File: src/rtl/lx32_mem_pkg.sv
// Shared types and helpers for the data-memory controller.
//   mem_size_t   : access size encoding on mem_size[1:0] (2'b11 is illegal)
//   dmem_state_t : controller FSM states
//   be_for       : byte enables for a store of a given size at a byte offset
//   size_ok      : legality/alignment check for a request
//   lane_wdata   : replicate store data across the lanes it may land in
package lx32_mem_pkg;

  typedef enum logic [1:0] {
    SZ_BYTE = 2'b00,
    SZ_HALF = 2'b01,
    SZ_WORD = 2'b10
  } mem_size_t;

  typedef enum logic [1:0] {
    IDLE   = 2'b00,
    REQ    = 2'b01,
    WAIT_R = 2'b10,
    DONE   = 2'b11
  } dmem_state_t;

  function automatic logic [3:0] be_for(input logic [1:0] size, input logic [1:0] offset);
    case (size)
      SZ_BYTE: be_for = 4'b0001 << offset;
      SZ_HALF: be_for = 4'b0011 << offset;
      default: be_for = 4'hF;
    endcase
  endfunction

  function automatic logic size_ok(input logic [1:0] size, input logic [1:0] offset);
    case (size)
      SZ_BYTE: size_ok = 1'b1;
      SZ_HALF: size_ok = ~offset[0];
      SZ_WORD: size_ok = (offset == 2'b00);
      default: size_ok = 1'b0;
    endcase
  endfunction

  function automatic logic [31:0] lane_wdata(input logic [1:0] size, input logic [31:0] d);
    case (size)
      SZ_BYTE: lane_wdata = {4{d[7:0]}};
      SZ_HALF: lane_wdata = {2{d[15:0]}};
      default: lane_wdata = d;
    endcase
  endfunction

endpackage

File: src/rtl/dmem_load_align.sv
// Load lane select and extension (combinational).
//   rdata_i  : raw 32-bit bus read data
//   offset_i : byte offset of the access (addr[1:0])
//   size_i   : [1:0] access size, [2] unsigned load
//   data_o   : selected byte/half/word, sign- or zero-extended
module dmem_load_align
  import lx32_mem_pkg::*;
(
  input  logic [31:0] rdata_i,
  input  logic [1:0]  offset_i,
  input  logic [2:0]  size_i,
  output logic [31:0] data_o
);

  logic [7:0]  byte_c;
  logic [15:0] half_c;

  always_comb begin
    byte_c = rdata_i[{offset_i, 3'b000} +: 8];
    half_c = offset_i[1] ? rdata_i[31:16] : rdata_i[15:0];
    case (size_i[1:0])
      SZ_BYTE: data_o = size_i[2] ? {24'b0, byte_c} : {{24{byte_c[7]}}, byte_c};
      SZ_HALF: data_o = size_i[2] ? {16'b0, half_c} : {{16{half_c[15]}}, half_c};
      default: data_o = rdata_i;
    endcase
  end

endmodule

File: src/rtl/dmem_ctrl.sv
// Data-memory controller between the lsu and a req/gnt/rvalid data bus.
// Ports:
//   clk, rst            : clock, asynchronous active-high reset
//   mem_addr/mem_wdata  : byte address and LSB-justified store data from lsu
//   mem_we/mem_re       : store / load request (store wins if both set)
//   mem_size            : [1:0] size, [2] unsigned load
//   stall               : core hold while an access is outstanding
//   load_data/load_valid: extended load result and its completion pulse
//   misalign            : pulse for a rejected (illegal/misaligned) request
//   bus_err             : pulse for a timeout abort
//   bus_req..bus_be     : bus request channel
//   bus_gnt/bus_rvalid/bus_rdata : bus response channel
module dmem_ctrl
  import lx32_mem_pkg::*;
#(
  parameter int unsigned WIDTH   = 32,
  parameter int unsigned TIMEOUT = 16
) (
  input  logic             clk,
  input  logic             rst,
  input  logic [WIDTH-1:0] mem_addr,
  input  logic [WIDTH-1:0] mem_wdata,
  input  logic             mem_we,
  input  logic             mem_re,
  input  logic [2:0]       mem_size,
  output logic             stall,
  output logic [WIDTH-1:0] load_data,
  output logic             load_valid,
  output logic             misalign,
  output logic             bus_err,
  output logic             bus_req,
  output logic             bus_we,
  output logic [WIDTH-1:0] bus_addr,
  output logic [WIDTH-1:0] bus_wdata,
  output logic [3:0]       bus_be,
  input  logic             bus_gnt,
  input  logic             bus_rvalid,
  input  logic [WIDTH-1:0] bus_rdata
);

  localparam int unsigned CNT_W = (TIMEOUT > 1) ? $clog2(TIMEOUT) : 1;

  dmem_state_t      state_q, state_d;
  logic [CNT_W-1:0] cnt_q, cnt_d;
  logic [WIDTH-1:0] addr_q, addr_d;
  logic             we_q, we_d;
  logic [2:0]       size_q, size_d;
  logic [3:0]       be_q, be_d;
  logic [WIDTH-1:0] wdata_q, wdata_d;
  logic             err_q, err_d;
  logic [WIDTH-1:0] ld_q, ld_d;
  logic             mis_q, mis_d;

  logic             req_valid_c;
  logic             aligned_c;
  logic             tmo_c;
  logic [WIDTH-1:0] align_data_c;

  assign req_valid_c = mem_we | mem_re;
  assign aligned_c   = size_ok(mem_size[1:0], mem_addr[1:0]);
  // Abort on the last allowed cycle; TIMEOUT of 0 never aborts.
  assign tmo_c       = (TIMEOUT != 0) && (cnt_q == CNT_W'(TIMEOUT - 1));

  dmem_load_align u_load_align (
    .rdata_i  (bus_rdata),
    .offset_i (addr_q[1:0]),
    .size_i   (size_q),
    .data_o   (align_data_c)
  );

  // State register
  always_ff @(posedge clk or posedge rst) begin
    if (rst) state_q <= IDLE;
    else     state_q <= state_d;
  end

  // Datapath registers
  always_ff @(posedge clk or posedge rst) begin
    if (rst) begin
      cnt_q   <= '0;
      addr_q  <= '0;
      we_q    <= 1'b0;
      size_q  <= '0;
      be_q    <= '0;
      wdata_q <= '0;
      err_q   <= 1'b0;
      ld_q    <= '0;
      mis_q   <= 1'b0;
    end else begin
      cnt_q   <= cnt_d;
      addr_q  <= addr_d;
      we_q    <= we_d;
      size_q  <= size_d;
      be_q    <= be_d;
      wdata_q <= wdata_d;
      err_q   <= err_d;
      ld_q    <= ld_d;
      mis_q   <= mis_d;
    end
  end

  // Next-state and datapath update
  always_comb begin
    state_d = state_q;
    cnt_d   = cnt_q;
    addr_d  = addr_q;
    we_d    = we_q;
    size_d  = size_q;
    be_d    = be_q;
    wdata_d = wdata_q;
    err_d   = err_q;
    ld_d    = ld_q;
    mis_d   = 1'b0;
    case (state_q)
      IDLE: begin
        err_d = 1'b0;
        if (req_valid_c) begin
          if (aligned_c) begin
            state_d = REQ;
            cnt_d   = '0;
            addr_d  = mem_addr;
            we_d    = mem_we;
            size_d  = mem_size;
            be_d    = mem_we ? be_for(mem_size[1:0], mem_addr[1:0]) : 4'hF;
            wdata_d = mem_we ? lane_wdata(mem_size[1:0], mem_wdata) : '0;
          end else begin
            // Skip the check during the pulse cycle so a held request pulses every other cycle.
            mis_d = ~mis_q;
          end
        end
      end
      REQ: begin
        cnt_d = cnt_q + CNT_W'(1);
        if (bus_gnt) begin
          if (we_q) begin
            state_d = DONE;
          end else if (bus_rvalid) begin
            state_d = DONE;
            ld_d    = align_data_c;
          end else begin
            state_d = WAIT_R;
          end
        end else if (tmo_c) begin
          state_d = DONE;
          err_d   = 1'b1;
        end
      end
      WAIT_R: begin
        cnt_d = cnt_q + CNT_W'(1);
        if (bus_rvalid) begin
          state_d = DONE;
          ld_d    = align_data_c;
        end else if (tmo_c) begin
          state_d = DONE;
          err_d   = 1'b1;
        end
      end
      DONE: begin
        state_d = IDLE;
      end
      default: begin
        state_d = IDLE;
      end
    endcase
  end

  // Outputs; stall is gated by rst so it drops the moment reset asserts.
  always_comb begin
    stall      = 1'b0;
    bus_req    = 1'b0;
    bus_we     = 1'b0;
    bus_addr   = '0;
    bus_wdata  = '0;
    bus_be     = '0;
    load_valid = 1'b0;
    bus_err    = 1'b0;
    load_data  = ld_q;
    misalign   = mis_q;
    case (state_q)
      IDLE: begin
        stall = ~rst & req_valid_c & aligned_c;
      end
      REQ: begin
        stall     = ~rst;
        bus_req   = 1'b1;
        bus_we    = we_q;
        bus_addr  = {addr_q[WIDTH-1:2], 2'b00};
        bus_wdata = wdata_q;
        bus_be    = be_q;
      end
      WAIT_R: begin
        stall = ~rst;
      end
      DONE: begin
        load_valid = ~we_q & ~err_q;
        bus_err    = err_q;
      end
      default: ;
    endcase
  end

endmodule

File: config.mk
export PLATFORM = sky130hd
export DESIGN_NAME = dmem_ctrl
export DESIGN_NICKNAME = d
export VERILOG_FILES = /design/src/rtl/lx32_mem_pkg.sv /design/src/rtl/dmem_load_align.sv /design/src/rtl/dmem_ctrl.sv
export SDC_FILE = /design/constraint.sdc
export NUM_CORES = 1
export LEC_CHECK = 0
export BUFFER_PORTS_ARGS = -buffer_cell sky130_fd_sc_hd__buf_2
export CAP_MARGIN = 0
export CORE_MARGIN = 4
export CORE_UTILIZATION = 45
export DETAILED_ROUTE_END_ITERATION = 7
export GPL_ROUTABILITY_DRIVEN = 0
export GPL_TIMING_DRIVEN = 1
export PLACE_DENSITY = 0.82
export SLEW_MARGIN = 20
export SYNTH_ARGS = -nofsm -noshare
export SYNTH_HDL_FRONTEND = slang
export SYNTH_SLANG_ARGS = --single-unit
File: constraint.sdc
create_clock -name clk -period 3.9 [get_ports clk]
set_input_delay 0.78 -clock clk [delete_from_list [all_inputs] [get_ports clk]]
set_output_delay 0.78 -clock clk [all_outputs]
set_load 0.01 [all_outputs]
==> results of run 1 <==
## per-layer routing
layer	part of all wire, %	wire length, µm	GRT usage (%)	vias up
li1	-	-	-	2653
met1	42	6910	28.0	2537
met2	48	7760	35.5	228
met3	8.1	1320	4.25	23
met4	1.8	291	7.34	0
met5	0	0	0	-
## worst paths after layout
check | endpoint | slack (ps) | from
setup reg to reg | load_data[28] | 1460 | state_q[1]
hold reg to reg | misalign | 450 | misalign
hold / removal | misalign | 450 | misalign
setup / recovery | stall | 810 | state_q[0]
max in group asynchronous | addr_q[28] | 2560 | rst
min in group asynchronous | we_q | 590 | rst
## through the flow
stage                     std cells  hold WS, ps
after global routing           1054          470
after detailed placement       1038          448
after CTS                      1054          459
final                          1054          453
after floorplan                 698          431
after global placement         1038          436
## synth_stat cells (all sizes together), types with 10 or more instances
| cell | count | area [µm²] |
|---|---|---|
| nand2 | 222 | 833 |
| nor2 | 17 | 68.8 |
| mux2i | 17 | 170 |
| nand3 | 42 | 210 |
| or3 | 10 | 62.6 |
| o21ai | 35 | 175 |
| buf | 29 | 153 |
| o211ai | 10 | 88.8 |
| clkbuf | 22 | 82.6 |
| and2 | 68 | 425 |
| mux2 | 17 | 191 |
| a21oi | 23 | 123 |
| dfrtp | 112 | 2800 |
## state kept, by name, summed over array words and instances (netlist names)
name	flops
addr_q	32
load_data	32
wdata_q	32
be_q	4
cnt_q	4
size_q	3
state_q	2
err_q	1
misalign	1
we_q	1
## layout by cell type (no fill, tap or decap), types with 2 or more instances in the layout
cell type	n
nand2b_1	9
and3_1	2
o21ai_0	34
nor3_1	2
o22a_1	4
a211oi_1	3
a21oi_2	2
mux2i_1	17
a21oi_1	21
nor2b_1	9
inv_1	7
ha_1	5
o22ai_2	2
mux2_2	17
clkbuf_8	2
conb_1	2
buf_2	208
nand2_1	222
a221oi_1	8
and2_1	68
nor2_1	15
clkbuf_1	2
clkbuf_16	9
nand3_1	42
or3_1	10
nor2_2	2
a311oi_1	2
buf_4	10
dfrtp_1	112
clkinv_2	2
o211ai_1	9
## cell families after synthesis
family,after synthesis,synth area share (%)
other,1,0.0630
adder cells (fa/ha/maj),6,1.26
buffers and inverters,59,4.46
AND/OR/NAND/NOR,385,29.7
XOR/XNOR,1,0.147
AO/OA/AOI/OAI,99,11.2
flip-flops,112,47.1
multiplexers,34,6.08
## area by class of cell
type	instances	area, µm²	area share [%]
Inverter	8	32.5	0.440
Sequential cell	112	2800	37.9
Multi-Input combinational cell	527	2900	39.3
Timing Repair Buffer	219	1140	15.4
Tap cell	172	215	2.91
Clock buffer	13	260	3.52
Clock inverter	3	40.0	0.542
## worst max-delay path: stages, from the launching register on
cell	delay [ps]
dfrtp_1	430
inv_1	130
ha_1	510
o21ai_0	270
o21bai_4	240
a211oi_1	220
buf_2	160
## power by group through the flow
stage                     combinational (mW)  sequential [mW]  clock, mW
after global placement                  2.38             2.04          0
after detailed placement                2.45             2.05          0
after CTS                               2.46             2.04      0.958
after floorplan                         1.62             2.02          0
after global routing                    2.73             2.10       1.00
final                                   2.43             2.04      0.935
==> metrics.yaml, run 1 <==
grt:
  grt_pass1_wl_um: 25600
  grt.total_usage_pct: 21.4
  overflow: 0
  grt_pass1_vias: 5255
  antenna_found_initial: 0
  grt_max_degree: 75
sta:
  post-route-period-util_pct: 79.1
  grt_setup_unrepaired: "false"
  setup_ws_ps: 813
  worstMarginPinSlew_ps: 783
  setup_viol: 0
  report.final.slew_viol_count: 0
  finalSetupTns_ps: 0
  skew_ps: 5.45
  fmax_mhz: 324
  relSlewSlack_pct: 47.8
  hold_viol_final: 0
  min_period_ps: 3090
placed_design:
  dp_slack_ps: 1200
  place_area_mm2: 0.00709
  portBuffers: 208
  dpl.hpwl_um: 11900
hold_path:
  hold_depth: 1
  min_path_type: "reg -> reg"
detailed_routing:
  drt_wl_total_um: 16300
  first_iter_violations: 314
  wl_per_cell_um: 15.4
  ant_nets: 0
  drt_first_pass_iters: 5
  drc: 0
  via_count: 5441
  via_per_inst: 5.16
floorplan:
  io_pins: 211
  start_util_pct: 46.6
  rows: 41
  fp.dieH_um: 123
  core_mm2: 0.0128
  die_x_um: 123
  dieArea_mm2: 0.0151
logic_synthesis:
  synth_seq_cells: 112
  synth.cell_area_mm2: 0.00595
  synth_cells: 697
  async_flop_share_pct: 100
  yosysWarnings: 0
  synth_edf_count: 0
  yosysUniqueCellTypes: 49
  ys.flop_type: "dfrtp_1"
  syn_area_per_cell_um2: 8.54
  yosysSeqAreaShare_pct: 47.1
power:
  p_switching_mw: 2.18
  switching_share_pct: 40.3
  finalPower_mw: 5.41
  clkPwrFrac_pct: 17.3
  leakage_nw: 3.92
  irDropWorstVdd_mv: 0.311
  power_frac_comb_pct: 45.0
  internal_power_mw: 3.23
  sequentialPowerShare_pct: 37.7
  p_per_area_mw_per_mm2: 732
run:
  maxCapViolations: 0
layout:
  final_area_mm2: 0.00739
  nets: 988
  drive_gt1_share_pct: 29.8
  fillers: 1154
  n_antenna_cell: 0
  syn2layout_area_growth_pct: 24.1
  post-route-util_pct: 57.8
clock_tree:
  tritoncts: "built"
  cts.sinks: 112
  cts_hold_buffers: 0
  cts_resized: 0
  root_buffer: "clkbuf_16"
  clkTransAtPathRegs_ps: 70
  cts.path.max_buffers: 2
  cts_buffers: 9
  worstSkewPairLatency_ps: 340
  htree_levels: 3
  post_cts_buffers: 0
setup_path:
  critPathKind: "reg -> out"
  arrival_ps: 2310
  startpoint_type: "flip-flop"
  worstPathMaxFanout: 16
  end_kind: "output pin"
  rr_worst_depth: 5
  critPathRequiredTime_ps: 3120
outcome:
  status: "completed"
No activity file was read; power rests on OpenSTA's default activity.
==> inputs of run 2 (changes only) <==
clock period = 2.6 ns   (was 3.9 ns; I/O delays follow)
==> metrics.yaml, run 2 (same netlist as run 1, synthesis figures left out) <==
outcome:
  status: "completed"
clock_tree:
  cts_hold_buffers: 0
  cts.path.max_buffers: 2
  clkTransAtPathRegs_ps: 70
  root_buffer: "clkbuf_16"
  cts.sinks: 112
  htree_levels: 3
  worstSkewPairLatency_ps: 340
  tritoncts: "built"
  cts_buffers: 9
grt:
  antenna_found_initial: 1
  met1_usage_pct: 28.3
  grt_pass1_wl_um: 26800
  grt_use_met2_pct: 37.5
  grt.total_usage_pct: 22.3
  top_usage_layer: "met2"
  grt_pass1_vias: 5388
  grtUsageMet3_pct: 5.31
  grt_max_degree: 75
  overflow: 0
sta:
  min_period_ps: 2450
  grt_setup_unrepaired: "false"
  post-route-period-util_pct: 94.4
  fmax_mhz: 407
  finalSetupTns_ps: 0
  hold_viol_final: 0
  report.final.slew_viol_count: 0
  relSlewSlack_pct: 48.0
  setup_viol: 0
  worstMarginPinSlew_ps: 778
  skew_ps: 4.27
setup_path:
  cp-startpoint: "state_q[0]"
  crit_path_frequent_cell: "inv_1"
  arrival_ps: 1930
  end_kind: "output pin"
  startpoint_type: "flip-flop"
  slowest_delay_ps: 460
  critPathRequiredTime_ps: 2080
  worstPathMaxFanout: 8
  rr_startpoint: "state_q[0]"
  path_cells: "inv_1, ha_1, inv_1, a211oi_1, buf_2"
  slowest_stage: "dfrtp_1"
  critPathKind: "reg -> out"
floorplan:
  rows: 41
  start_util_pct: 46.6
  core_mm2: 0.0128
  fp.dieH_um: 123
  die_x_um: 123
  dieArea_mm2: 0.0151
  io_pins: 211
layout:
  n_antenna_cell: 0
  final_common_cell: "nand2_1"
  post-route-util_pct: 58.6
  drive_gt1_share_pct: 30.3
  fin_cells: 1059
  nets: 994
  syn2layout_area_growth_pct: 25.9
  final_cell_mix: "nand2_1, buf_2, dfrtp_1, and2_1, nand3_1"
placed_design:
  dpl.hpwl_um: 12200
  portBuffers: 208
  dp_cells: 1044
power:
  finalPower_mw: 8.29
  irDropWorstVdd_mv: 0.485
  p_per_area_mw_per_mm2: 1110
  leakage_nw: 3.96
detailed_routing:
  wl_per_cell_um: 15.9
  via_per_inst: 5.27
  drt_first_pass_iters: 5
  ant_nets: 0
  via_count: 5586
  drt_wl_total_um: 16800
  first_iter_violations: 428
  drc: 0
run:
  maxCapViolations: 0
hold_path:
  min_path_type: "in -> async"
[run 2: cell count changes in the layout (fill, tap and decap cells not counted), sizes merged]
cell      change
buf           +6
bufinv        +1
clkbuf        -1
clkinv        -1
clkinvlp      +1
inv           -1
[run 2: timing repair]
action                                  in CTS  in global routing
resized for setup                            0                  1
endpoints found under the setup margin       0                 17
hold endpoints to repair                     0                  0
setup buffers                                0                  0
[run 2: worst paths after layout]
path                         endpoint  slack, ps  depth (start not counted)
setup / recovery                stall        150                          5
max in group asynchronous  addr_q[21]       2010                          3
setup reg to reg           wdata_q[1]        470                          6
hold / removal             state_q[1]        280                          3
hold reg to reg              misalign        450                          1
min in group clk            addr_q[7]        360                          3
[run 2: layer usage]
layer	wire, µm	vias to the layer above
met3	1490	25
met5	14	-
met1	6870	2655
met2	8100	232
li1	-	2672
met4	337	2
[run 2: where the power goes]
part           internal, mW  switching, mW
Clock                 0.892          0.611
Combinational          1.55           2.21
Sequential             2.55          0.473
Total                  5.00           3.29
[run 2: through the flow]
stage	hold WS (ps)	worst slack [ps]	area, µm²
after global routing	298	16.8	7490
after CTS	282	63.7	7480
after floorplan	431	439	5960
after global placement	442	526	7160
after detailed placement	444	462	7160
final	279	146	7490
[run 2: worst max-delay path: cells and delay by family (launching register included)]
family	cells	cell delay, ps
buffers and inverters	3	470
DFF	1	460
adders and majority gates	1	430
AOI/OAI and AO/OA	1	230
[run 2: area by class of cell]
| class | count | area [µm²] |
|---|---|---|
| clock buffer | 12 | 256 |
| clock inverter | 3 | 65.1 |
| fill | 1141 | 5290 |
| inverter | 8 | 33.8 |
| multi-input combinational | 527 | 2910 |
| sequential | 112 | 2800 |
| tap | 172 | 215 |
| timing repair buffer | 225 | 1210 |
==> inputs of run 3 (changes only) <==
CELL_PAD_IN_SITES_DETAIL_PLACEMENT = 1   (was default)
CELL_PAD_IN_SITES_GLOBAL_PLACEMENT = 1   (was default)
CORE_UTILIZATION = 33   (was 45)
PLACE_DENSITY = 0.83   (was 0.82)
==> metrics.yaml, run 3 (same netlist as run 1, synthesis figures left out) <==
sta:
  fmax_mhz: 411
  finalSetupTns_ps: 0
  report.final.slew_viol_count: 0
  setup_viol: 0
  whs_ps: 353
  setup_ws_ps: 167
  min_period_ps: 2430
  worstMarginPinSlew_ps: 778
  post-route-period-util_pct: 93.6
  skew_ps: 9.65
  grt_setup_unrepaired: "false"
  relSlewSlack_pct: 48.2
  hold_viol_final: 0
setup_path:
  startpoint_type: "flip-flop"
  critPathRequiredTime_ps: 2080
  rr_startpoint: "state_q[0]"
  arrival_ps: 1910
  crit_buf_inv: 2
  slowest_delay_ps: 430
  end_kind: "output pin"
  crit_family: "compound AO/OA/AOI/OAI gates"
  slowest_stage: "dfrtp_1"
  critPathKind: "reg -> out"
  reg2reg_slack_ps: 470
  r2r-end: "load_data[25]"
  rr_worst_depth: 7
  path_depth: 6
  path_cells: "inv_1, ha_1, o21ai_0, o21bai_4, a211oi_1, buf_2"
  worstPathMaxFanout: 5
detailed_routing:
  first_iter_violations: 188
  drc: 0
  via_per_inst: 5.04
  via_count: 5603
  ant_nets: 0
  drt_first_pass_iters: 4
  drt_wl_total_um: 19400
  wl_per_cell_um: 17.5
clock_tree:
  cts_hold_buffers: 0
  post_cts_buffers: 0
  clkTransAtPathRegs_ps: 80
  worstSkewPairLatency_ps: 350
  htree_levels: 3
  cts_resized: 0
  cts.path.max_buffers: 2
  cts.sinks: 112
  cts_buffers: 9
  tritoncts: "built"
  root_buffer: "clkbuf_16"
placed_design:
  place_area_mm2: 0.00723
  dpl.hpwl_um: 14000
  portBuffers: 208
  dp_slack_ps: 452
  dp_cells: 1096
layout:
  final_common_cell: "nand2_1"
  final_area_mm2: 0.00751
  fin_cells: 1112
  drive_gt1_share_pct: 30.3
  nets: 993
  syn2layout_area_growth_pct: 26.2
  final_cell_mix: "nand2_1, buf_2, dfrtp_1, and2_1, nand3_1"
  n_antenna_cell: 0
floorplan:
  io_pins: 211
  rows: 48
  core_mm2: 0.0175
  die_x_um: 142
  start_util_pct: 34.0
  fp.dieH_um: 142
  dieArea_mm2: 0.0202
run:
  maxCapViolations: 0
power:
  leakage_nw: 3.93
  clkPwrFrac_pct: 16.6
  switching_share_pct: 42.3
  p_per_area_mw_per_mm2: 1100
  irDropWorstVdd_mv: 0.383
  power_frac_comb_pct: 46.5
  internal_power_mw: 4.77
  p_switching_mw: 3.49
  sequentialPowerShare_pct: 36.9
hold_path:
  hold_depth: 3
  min_path_type: "in -> reg"
  holdCritStartpoint: "mem_addr[7]"
  whs_endpoint: "addr_q[7]"
grt:
  grt_max_degree: 113
  antenna_found_initial: 1
  grt_pass1_vias: 5943
  grt_pass1_wl_um: 31200
  overflow: 0
  grt.total_usage_pct: 19.3
outcome:
  status: "completed"
==> run 3: cell types whose count changed in the layout (fill, tap and decap cells not counted) <==
cell	before	now
clkinv_4	0	4
buf_4	14	12
bufinv_16	2	0
clkbuf_8	2	0
buf_12	3	4
clkinv_2	1	0
clkinvlp_4	1	2
ha_2	0	1
ha_4	1	0
inv_8	0	1
==> run 3: layout make-up <==
cell class / instances / area (µm²)
multi-input cells: 527 / 2900
clock buffers: 10 / 229
clock inverters: 6 / 53.8
repair buffers: 224 / 1210
inverters: 8 / 33.8
flip-flops and latches: 112 / 2800
fillers: 2133 / 9970
well taps: 225 / 282
==> run 3: worst max-delay path by stage <==
stage	from	endpoint	slack (ps)
global placement	mem_we	wdata_q[0]	540
floorplan	state_q[1]	bus_addr[21]	440
finish	state_q[0]	stall	170
CTS	state_q[0]	stall	140
detailed placement	mem_we	wdata_q[3]	450
global route	state_q[0]	stall	40
==> run 3: per-stage QoR <==
step / total power, mW / utilization (%)
after floorplan: 5.45 / -
after global placement: 6.81 / 41.4
after detailed placement: 6.99 / 41.4
after CTS: 8.38 / 43.0
after global routing: 8.99 / 43.0
final: 8.26 / 43.0
==> run 3: tightest hold or removal path, cell delays in order <==
cell and delay [ps]:
buf_2 70, nand2_1 40, nand2_1 40
==> run 3: per-layer routing <==
metal | share of wire [%] | global-route usage [%] | up-vias
li1 | - | - | 2668
met1 | 43 | 24.6 | 2714
met2 | 47 | 31.5 | 192
met3 | 8.7 | 6.28 | 27
met4 | 1.9 | 5.15 | 2
met5 | 0.041 | 0 | -
==> run 3: power by group through the flow <==
stage	Sequential [mW]	Clock [mW]	Combinational, mW
3_3_place_gp	3.04	0	3.77
4_1_cts	3.05	1.41	3.92
5_1_grt	3.16	1.49	4.34
2_1_floorplan	3.02	0	2.43
6_report	3.05	1.37	3.84
3_5_place_dp	3.08	0	3.91
